<file path="src/rtl/anubis_pkg.sv">
// Shared constants, FSM encodings and byte-level helpers for the Anubis round datapath.
package anubis_pkg;

  localparam int BLOCK_W        = 128;
  localparam int ROUNDS_DEFAULT = 12;
  localparam int RK_ADDR_W      = 5;

  localparam logic [1:0] ST_IDLE  = 2'd0;
  localparam logic [1:0] ST_KADD  = 2'd1;
  localparam logic [1:0] ST_ROUND = 2'd2;
  localparam logic [1:0] ST_DONE  = 2'd3;

  // 4-bit involutive mini-boxes; nibble x lives at bits [4x+3:4x].
  localparam logic [63:0] P_TAB = 64'h1287_69AD_CB45_0EF3;
  localparam logic [63:0] Q_TAB = 64'h81B7_D40F_C32A_65E9;

  function automatic logic [3:0] mini_p(input logic [3:0] x);
    return P_TAB[{x, 2'b00} +: 4];
  endfunction

  function automatic logic [3:0] mini_q(input logic [3:0] x);
    return Q_TAB[{x, 2'b00} +: 4];
  endfunction

  // Gamma S-box: P|Q, cross the inner 2-bit fields, Q|P, cross again, P|Q.
  // Every layer is an involution and the layering is symmetric, so S(S(x)) = x.
  function automatic logic [7:0] sbox(input logic [7:0] u);
    logic [3:0] a, b, c, d, e, f, g, h;
    a = mini_p(u[7:4]);
    b = mini_q(u[3:0]);
    c = {a[3:2], b[3:2]};
    d = {a[1:0], b[1:0]};
    e = mini_q(c);
    f = mini_p(d);
    g = {e[3:2], f[3:2]};
    h = {e[1:0], f[1:0]};
    return {mini_p(g), mini_q(h)};
  endfunction

  // Multiply by x in GF(2^8) modulo x^8+x^4+x^3+x^2+1.
  function automatic logic [7:0] xtime(input logic [7:0] a);
    return {a[6:0], 1'b0} ^ (a[7] ? 8'h1d : 8'h00);
  endfunction

  // Multiply by entry sel of the theta generator row (01, 02, 04, 06).
  function automatic logic [7:0] gf_mul_h(input logic [7:0] a, input logic [1:0] sel);
    logic [7:0] a2, a4, y;
    a2 = xtime(a);
    a4 = xtime(a2);
    case (sel)
      2'd0:    y = a;
      2'd1:    y = a2;
      2'd2:    y = a4;
      default: y = a4 ^ a2;
    endcase
    return y;
  endfunction

endpackage

</file>
<file path="src/rtl/anubis_round.sv">
// One combinational Anubis round: gamma -> tau -> theta (skipped on the last round) -> sigma.
// The block is a 4x4 byte matrix, row-major, byte 0 in the most significant position.
module anubis_round
  import anubis_pkg::*;
(
  input  logic [BLOCK_W-1:0] in,
  input  logic [BLOCK_W-1:0] rk,
  input  logic               last,
  output logic [BLOCK_W-1:0] out
);

  logic [7:0] gam_b [16];
  logic [7:0] tau_b [16];
  logic [7:0] the_b [16];

  genvar gi, gj;
  generate
    for (gi = 0; gi < 16; gi++) begin : g_gamma
      assign gam_b[gi] = sbox(in[BLOCK_W-1-8*gi -: 8]);
    end

    for (gi = 0; gi < 4; gi++) begin : g_row
      for (gj = 0; gj < 4; gj++) begin : g_col
        // tau: matrix transpose
        assign tau_b[4*gi+gj] = gam_b[4*gj+gi];
        // theta: row times the circulant-like H, H[k][j] = h[k ^ j]
        assign the_b[4*gi+gj] = gf_mul_h(tau_b[4*gi+0], 2'(gj))
                              ^ gf_mul_h(tau_b[4*gi+1], 2'(gj ^ 1))
                              ^ gf_mul_h(tau_b[4*gi+2], 2'(gj ^ 2))
                              ^ gf_mul_h(tau_b[4*gi+3], 2'(gj ^ 3));
        // sigma: round-key addition
        assign out[BLOCK_W-1-8*(4*gi+gj) -: 8] =
          (last ? tau_b[4*gi+gj] : the_b[4*gi+gj]) ^ rk[BLOCK_W-1-8*(4*gi+gj) -: 8];
      end
    end
  endgenerate

endmodule

</file>
<file path="src/rtl/anubis_round_ctrl.sv">
// Iterative Anubis sequencer: one block in, key addition plus ROUNDS rounds on a
// shared round datapath, result held on a valid/ready port. ROUNDS must be 2..31.
module anubis_round_ctrl
  import anubis_pkg::*;
#(
  parameter int ROUNDS  = ROUNDS_DEFAULT,
  parameter int BLOCK_W = 128
) (
  input  logic                 clk,
  input  logic                 rst,
  input  logic                 in_valid,
  output logic                 in_ready,
  input  logic [BLOCK_W-1:0]   in_block,
  input  logic                 in_decrypt,
  output logic [RK_ADDR_W-1:0] rk_addr,
  output logic                 rk_decrypt,
  input  logic [BLOCK_W-1:0]   rk_data,
  output logic                 out_valid,
  input  logic                 out_ready,
  output logic [BLOCK_W-1:0]   out_block,
  output logic                 busy
);

  localparam logic [RK_ADDR_W-1:0] R_LAST = RK_ADDR_W'(ROUNDS);

  logic [1:0]           state_reg, state_next;
  logic [RK_ADDR_W-1:0] r_reg, r_next;
  logic [BLOCK_W-1:0]   data_reg, data_next;
  logic                 mode_reg, mode_next;
  logic [BLOCK_W-1:0]   round_out;
  logic [RK_ADDR_W-1:0] r_eff;
  logic                 last;

  assign last = (r_reg == R_LAST);

  anubis_round u_round (
    .in   (data_reg),
    .rk   (rk_data),
    .last (last),
    .out  (round_out)
  );

  // Next-state logic for the FSM, round counter, data and mode registers.
  always_comb begin
    state_next = state_reg;
    r_next     = r_reg;
    data_next  = data_reg;
    mode_next  = mode_reg;
    case (state_reg)
      ST_IDLE: begin
        if (in_valid) begin
          data_next  = in_block;
          mode_next  = in_decrypt;
          r_next     = '0;
          state_next = ST_KADD;
        end
      end
      ST_KADD: begin
        data_next  = data_reg ^ rk_data;
        r_next     = RK_ADDR_W'(1);
        state_next = ST_ROUND;
      end
      ST_ROUND: begin
        data_next = round_out;
        if (last) begin
          state_next = ST_DONE;
        end else begin
          r_next = r_reg + 1'b1;
        end
      end
      default: begin
        if (out_ready) begin
          state_next = ST_IDLE;
        end
      end
    endcase
  end

  // State registers with synchronous reset; a reset mid-operation discards the block.
  always_ff @(posedge clk) begin
    if (rst) begin
      state_reg <= ST_IDLE;
      r_reg     <= '0;
      data_reg  <= '0;
      mode_reg  <= 1'b0;
    end else begin
      state_reg <= state_next;
      r_reg     <= r_next;
      data_reg  <= data_next;
      mode_reg  <= mode_next;
    end
  end

  // Outside ROUND the key store is pointed at idx(0), which KADD consumes.
  assign r_eff      = (state_reg == ST_ROUND) ? r_reg : '0;
  assign rk_addr    = mode_reg ? (R_LAST - r_eff) : r_eff;
  assign rk_decrypt = mode_reg;
  assign in_ready   = (state_reg == ST_IDLE);
  assign busy       = (state_reg == ST_KADD) || (state_reg == ST_ROUND);
  assign out_valid  = (state_reg == ST_DONE);
  assign out_block  = (state_reg == ST_DONE) ? data_reg : '0;

endmodule

</file>
<file path="config.mk">
export PLATFORM = sky130hd
export DESIGN_NAME = anubis_round_ctrl
export DESIGN_NICKNAME = d
export VERILOG_FILES = /design/src/rtl/anubis_pkg.sv /design/src/rtl/anubis_round.sv /design/src/rtl/anubis_round_ctrl.sv
export SDC_FILE = /design/constraint.sdc
export NUM_CORES = 2
export LEC_CHECK = 0
export CELL_PAD_IN_SITES_DETAIL_PLACEMENT = 1
export CELL_PAD_IN_SITES_GLOBAL_PLACEMENT = 1
export CORE_ASPECT_RATIO = 1.4
export CORE_UTILIZATION = 35
export CTS_CLUSTER_SIZE = 30
export DETAILED_ROUTE_END_ITERATION = 10
export HOLD_SLACK_MARGIN = 0.08
export PLACE_DENSITY = 0.79
export SLEW_MARGIN = 40
export SYNTH_ARGS = -nofsm -noshare
export SYNTH_HDL_FRONTEND = slang
export SYNTH_SLANG_ARGS = --single-unit
</file>
<file path="constraint.sdc">
create_clock -name clk -period 5.3 [get_ports clk]
set_input_delay 0.795 -clock clk [delete_from_list [all_inputs] [get_ports clk]]
set_output_delay 0.795 -clock clk [all_outputs]
set_load 0.05 [all_outputs]
</file>
Word-level counts from Yosys, hierarchy flattened
Cells that the tools add are included.

word-level totals
  bits in registers = 136
  input port bits = 261
  logic and storage cells = 290
  output and inout port bits = 137

cells by class
  shifts and indexed selects = 96
  equal/unequal tests = 7
  muxes and demuxes = 60
  reduce and logical (&&, ||, !) cells = 8
  $add $sub $neg = 2
  bitwise logic cells = 113

operator list
  kind                                                                           number
  64-bit by 7-bit variable part select with 4-bit output (first input constant)  96
  8-bit bitwise XOR                                                              112
  128-bit one-hot mux with 3 select lines                                        1
  128-bit two-way mux                                                            2
  5-bit two-way mux                                                              36
  8-bit two-way mux                                                              16
  128-bit bitwise XOR                                                            1
  5-bit one-hot mux with 3 select lines                                          1
  2-bit two-way mux                                                              3
  2-bit one-hot mux with 3 select lines                                          1
  3-bit AND reduction                                                            2
  5-bit by 1-bit adder with 5-bit output (second input constant)                 1
  5-bit by 4-bit equality test with 1-bit output (second input constant)         1
  4-bit by 5-bit subtractor with 5-bit output (first input constant)             1
  2-bit equality test (second input constant)                                    2
  2-bit inequality test (second input constant)                                  2
  2-bit AND reduction                                                            2
  4-bit nonzero test                                                             1
  3-bit nonzero test                                                             1
  2-bit by 1-bit equality test with 1-bit output (second input constant)         1
  2-bit logical NOT                                                              1
  2-bit by 1-bit inequality test with 1-bit output (second input constant)       1
  1-bit logical OR                                                               1

Depth between registers and ports, before layout
  word-level depth = 14
  mapped depth = 22
  gate-level depth less buffers = 22

Hierarchy
Synthesis repeated with hierarchy kept, for this count alone.

unflattened totals
  cells, all modules = 4337
  area total of the unflattened synthesis = 33525.9 µm²

by module, submodules not included
  module             instances  cells an instance  seq. area each (µm²)  area each (µm²)
  anubis_round       1          3103               0.0                   24408.4
  anubis_round_ctrl  1          1234               2722.6                9117.5

Worst setup path after synthesis
OpenSTA, ideal clock, no wires.

  kind = register to register
  start point = register data_reg[20]
  end point = register data_reg[83]
  setup time = 62 ps
  cell stages (with the launch flop) = 18
  arrival = 5024 ps
  required time = 5238 ps
  buffers on the path = 2
  path slack = 214 ps
  period minus slack after synthesis = 5086 ps
  path through = dfxtp_1 -> clkbuf_1 -> inv_1 -> ha_1 -> mux4_2 -> clkbuf_1 -> nand2_1 -> nor2_1 -> nor4_1 -> inv_1 -> ha_1 -> mux2_2 -> mux2i_1 -> xor2_1 -> xnor3_1 -> xnor2_1 -> a211o_1 -> nand3_1

between the ends
  longest elaborated chain between the ends = 10
  elaborated cells between the ends (all ways) = 13
  those cells by class = 5 x shift; 4 x mux; 4 x bitwise

RTL lines
  what                                                                       line                                source
  from (decl)                                                                anubis_round_ctrl.sv:28             logic [BLOCK_W-1:0] data_reg, data_next;
  from (signal assigned)                                                     anubis_round_ctrl.sv:89             data_reg <= data_next;
  64-bit by 7-bit variable part select with 4-bit output (*)                 anubis_pkg.sv:18                    return P_TAB[{x, 2'b00} +: 4];
  64-bit by 7-bit variable part select with 4-bit output (on tied branches)  anubis_pkg.sv:18, anubis_pkg.sv:22
  64-bit by 7-bit variable part select with 4-bit output                     anubis_pkg.sv:18
  5-bit two-way mux or 8-bit bitwise XOR (tied branches)                     anubis_pkg.sv:42                    return {a[6:0], 1'b0} ^ (a[7] ? 8'h1d : 8'h00);
  8-bit bitwise XOR (*) (2 in series)                                        anubis_pkg.sv:42
  8-bit bitwise XOR (*)                                                      anubis_round.sv:30                  ^ gf_mul_h(tau_b[4*gi+3], 2'(gj ^ 3));
  8-bit two-way mux (*)                                                      anubis_round.sv:33                  (last ? tau_b[4*gi+gj] : the_b[4*gi+gj]) ^ rk[BLOCK_W-1-8*(4*gi+gj) -: 8];
  8-bit bitwise XOR (*)                                                      anubis_round.sv:33
  128-bit one-hot mux with 3 select lines (*)                                anubis_round_ctrl.sv:49             case (state_reg)

Mark *: on every way between the ends. The rest lies on a longest branch, timed or not.
A chain may end at the register's enable or synchronous reset.

Final worst setup path
  start point = register data_reg[57]
  end point = register data_reg[115]

between the ends
  longest elaborated chain between the ends = 12
  elaborated cells between the ends (all ways) = 15
  those cells by class = 5 x shift; 4 x mux; 6 x bitwise

RTL lines
  what                                                                       line                                source
  64-bit by 7-bit variable part select with 4-bit output (*)                 anubis_pkg.sv:22                    return Q_TAB[{x, 2'b00} +: 4];
  64-bit by 7-bit variable part select with 4-bit output (on tied branches)  anubis_pkg.sv:18, anubis_pkg.sv:22
  64-bit by 7-bit variable part select with 4-bit output                     anubis_pkg.sv:18
  5-bit two-way mux or 8-bit bitwise XOR (tied branches)                     anubis_pkg.sv:42
  8-bit bitwise XOR (*)                                                      anubis_pkg.sv:42
  8-bit bitwise XOR                                                          -
  8-bit bitwise XOR (*)                                                      anubis_pkg.sv:54                    default: y = a4 ^ a2;
  8-bit bitwise XOR (*)                                                      anubis_round.sv:29                  ^ gf_mul_h(tau_b[4*gi+2], 2'(gj ^ 2))
  8-bit bitwise XOR (*)                                                      anubis_round.sv:30
  8-bit two-way mux (*)                                                      anubis_round.sv:33
  8-bit bitwise XOR (*)                                                      anubis_round.sv:33
  128-bit one-hot mux with 3 select lines (*)                                anubis_round_ctrl.sv:49

Marked as above.

==> flow_metrics.py <==
metrics = {
    "clock_network": {
        "path_clk_slew_ns": 0.08,
        "cts_num_sinks": 136,
        "clock_latency_ns": 0.53,
        "clock_path_buffers": 2,
        "numCtsBuffers": 17,
        "h-tree-depth": 4,
        "tritoncts": "built",
        "cts_hold_buf": 0,
        "cts-root-buf": "clkbuf_16",
    },
    "die": {
        "die-area_sq_um": 96200,
        "initial_utilization_pct": 35.4,
        "rows": 133,
        "die_height_um": 367,
        "die_x_um": 262,
        "ios": 398,
        "coreArea_sq_um": 94000,
    },
    "synthesis": {
        "synth_cell_types": 102,
        "ys.flop_type": "dfxtp_1",
        "ys_ff_latch": 136,
        "synth_edf_count": 0,
        "ys_seq_area_share_pct": 8.19,
        "synthCells": 4308,
        "synth_top_cell_by_area": "ha_1",
        "yosys_warnings": 0,
        "async_flop_share_pct": 0,
        "netlist.area_leader.share_pct": 12.7,
        "avgSynthCellArea_sq_um": 7.72,
        "syn_area_sq_um": 33200,
        "ys_top_cells_by_area": "ha_1, xnor2_1, dfxtp_1",
        "synth_nets": 4906,
    },
    "grt": {
        "grt_max_degree": 112,
        "grt_pass1_vias": 35500,
        "grt_use_total_pct": 29.0,
        "antenna_found_initial": 17,
        "grt-ovfl-total": 0,
        "grt_pass1_wl_um": 216000,
    },
    "detailed_routing": {
        "drt-total-wl_um": 144000,
        "via_count": 34900,
        "drtIter0Drc": 2529,
        "avgViaCountPerCell": 5.89,
        "drc": 0,
        "drt-met1-wl_um": 59200,
        "top_layer": "met5",
        "ant_nets": 0,
        "routed-wl-met2_um": 69000,
        "dr.pass1.iters": 9,
        "dr_wl_met3_um": 8900,
        "wl_per_cell_um": 24.3,
    },
    "final_layout": {
        "drive_gt1_share_pct": 10.4,
        "fin_nets": 5282,
        "syn_to_final_growth_pct": 21.2,
        "final_cell_count_no_fill": 5920,
        "largest_reg_flops": 128,
    },
    "timing": {
        "worstMarginPinSlew_ns": 0.894,
        "fin_tns_setup_ns": 0,
        "min_period_over_period_pct": 96.1,
        "whs_ns": 0.539,
        "slew_headroom_pct": 40.2,
        "setup_viol": 0,
        "fmax_mhz": 196,
        "fin_crit_ns": 5.10,
        "hold_viol": 0,
        "finClkSkew_ns": 0.0148,
        "drv_slew": 0,
    },
    "setup_path": {
        "crit_chain": "inv_1, ha_1, nor2b_1, o21ba_2, nor2_1, ha_1, mux2_2, mux2i_1, buf_4, ha_1, inv_1, mux2i_1, a22oi_1, xnor2_1, xnor3_1, xnor2_1, a211oi_1, a31oi_1, o21ai_0",
        "critPathSlowestCell": "xnor2_1",
        "critPathMaxStageDelay_ns": 0.62,
        "path_delay_family": "XOR/XNOR gates",
        "cp-start-kind": "flop",
        "reg2reg_from": "data_reg[57]",
        "worstSetupEndpointType": "flop",
        "required_ns": 5.70,
        "worstPathBufferInverterCount": 3,
        "worst-endpoint-arrival_ns": 5.50,
        "crit_fanout": 10,
        "crit_top_cell": "ha_1",
        "crit_start": "data_reg[57]",
        "critPathKind": "reg -> reg",
    },
    "placement": {
        "hpwl_um": 112000,
        "placed_cells": 5871,
        "io_buffer_count": 397,
        "gp_congestion": 0.943,
    },
    "min_path": {
        "hold_start": "data_reg[89]",
        "hold_path_class": "reg -> reg",
    },
    "run_status": {
        "status": "finished, final reports clean",
    },
    "flow_run": {
        "cap_violations": 0,
    },
}
==> cell type report <==
type	count	area (sq um)
antenna	8	20.0
timing repair buffer	624	5720
sequential	136	2730
clock buffer	17	425
fill	11400	53700
multi-input combinational	3615	28600
inverter	290	1090
tap	1215	1520
clock inverter	15	176
==> repair_timing <==
action                     in CTS  in global routing
setup endpoints to repair       0                 41
setup buffers                   0                  6
gates resized for setup         0                 36
==> worst min-delay path: cells and delay by family (launching register included) <==
family	cells	cell delay, ns
flip-flops	1	0.35
AND/OR/NAND/NOR	1	0.07
AO/OA/AOI/OAI	1	0.07
==> synthesized netlist by cell type (all sizes together), types with 57 or more instances <==
cell	n
a211oi	57
a21oi	164
a221oi	85
and2	162
clkbuf	217
dfxtp	136
ha	337
inv	288
mux2	68
mux2i	272
nand2	238
nand2b	104
nand3	77
nor2	252
nor3	92
o211ai	75
o21ai	240
xnor2	372
xor2	312
==> cell usage in the layout (no fill, tap or decap), drive strengths merged, types with 32 or more instances in the layout <==
cell type / n
nor2: 252
a21oi: 164
and3: 36
and2: 162
xnor2: 372
inv: 291
o211ai: 75
xor2: 312
a211o: 40
buf: 227
mux2i: 272
a31oi: 33
dfxtp: 136
nand2b: 104
nor2b: 51
nand2: 238
clkdlybuf4s50: 396
nor3: 92
o21ai: 240
a221oi: 85
a211oi: 57
mux2: 68
nor3b: 32
ha: 337
o22ai: 38
nand3: 77
==> cells by family after synthesis <==
logic type	after synthesis	synth area share [%]
AND/OR/NAND/NOR	1158	17.9
adder cells (fa/ha/maj)	340	12.8
multiplexers	367	12.4
XOR/XNOR	714	20.1
AO/OA/AOI/OAI	1036	22.2
flip-flops	136	8.19
buffers and inverters	557	6.48
==> final timing paths <==
path         slack, ns       endpoint  depth (start not counted)
max               0.20  data_reg[115]                         19
min               0.54   data_reg[89]                          2
max reg2reg       0.20  data_reg[115]                         19
min reg2reg       0.54   data_reg[89]                          2
==> per-layer routing <==
metal / track usage [%] / vias up
li1: - / 16000
met1: 35.0 / 17300
met2: 50.5 / 1288
met3: 4.09 / 308
met4: 13.5 / 8
met5: 0 / -
==> per-stage QoR <==
step / setup slack [ns] / instance area, sq um / util [%]
final: 0.204 / 40300 / 42.8
after CTS: 0.0108 / 40000 / 42.6
after global placement: 0.292 / 39400 / 41.9
after floorplan: 0.214 / 33200 / -
after global routing: -0.0380 / 40300 / 42.8
after detailed placement: 0.0467 / 39400 / 41.9
Power is left out: the tool's default activity adds up to more than one toggle a clock period on the data nets, which glitch-free logic cannot reach.
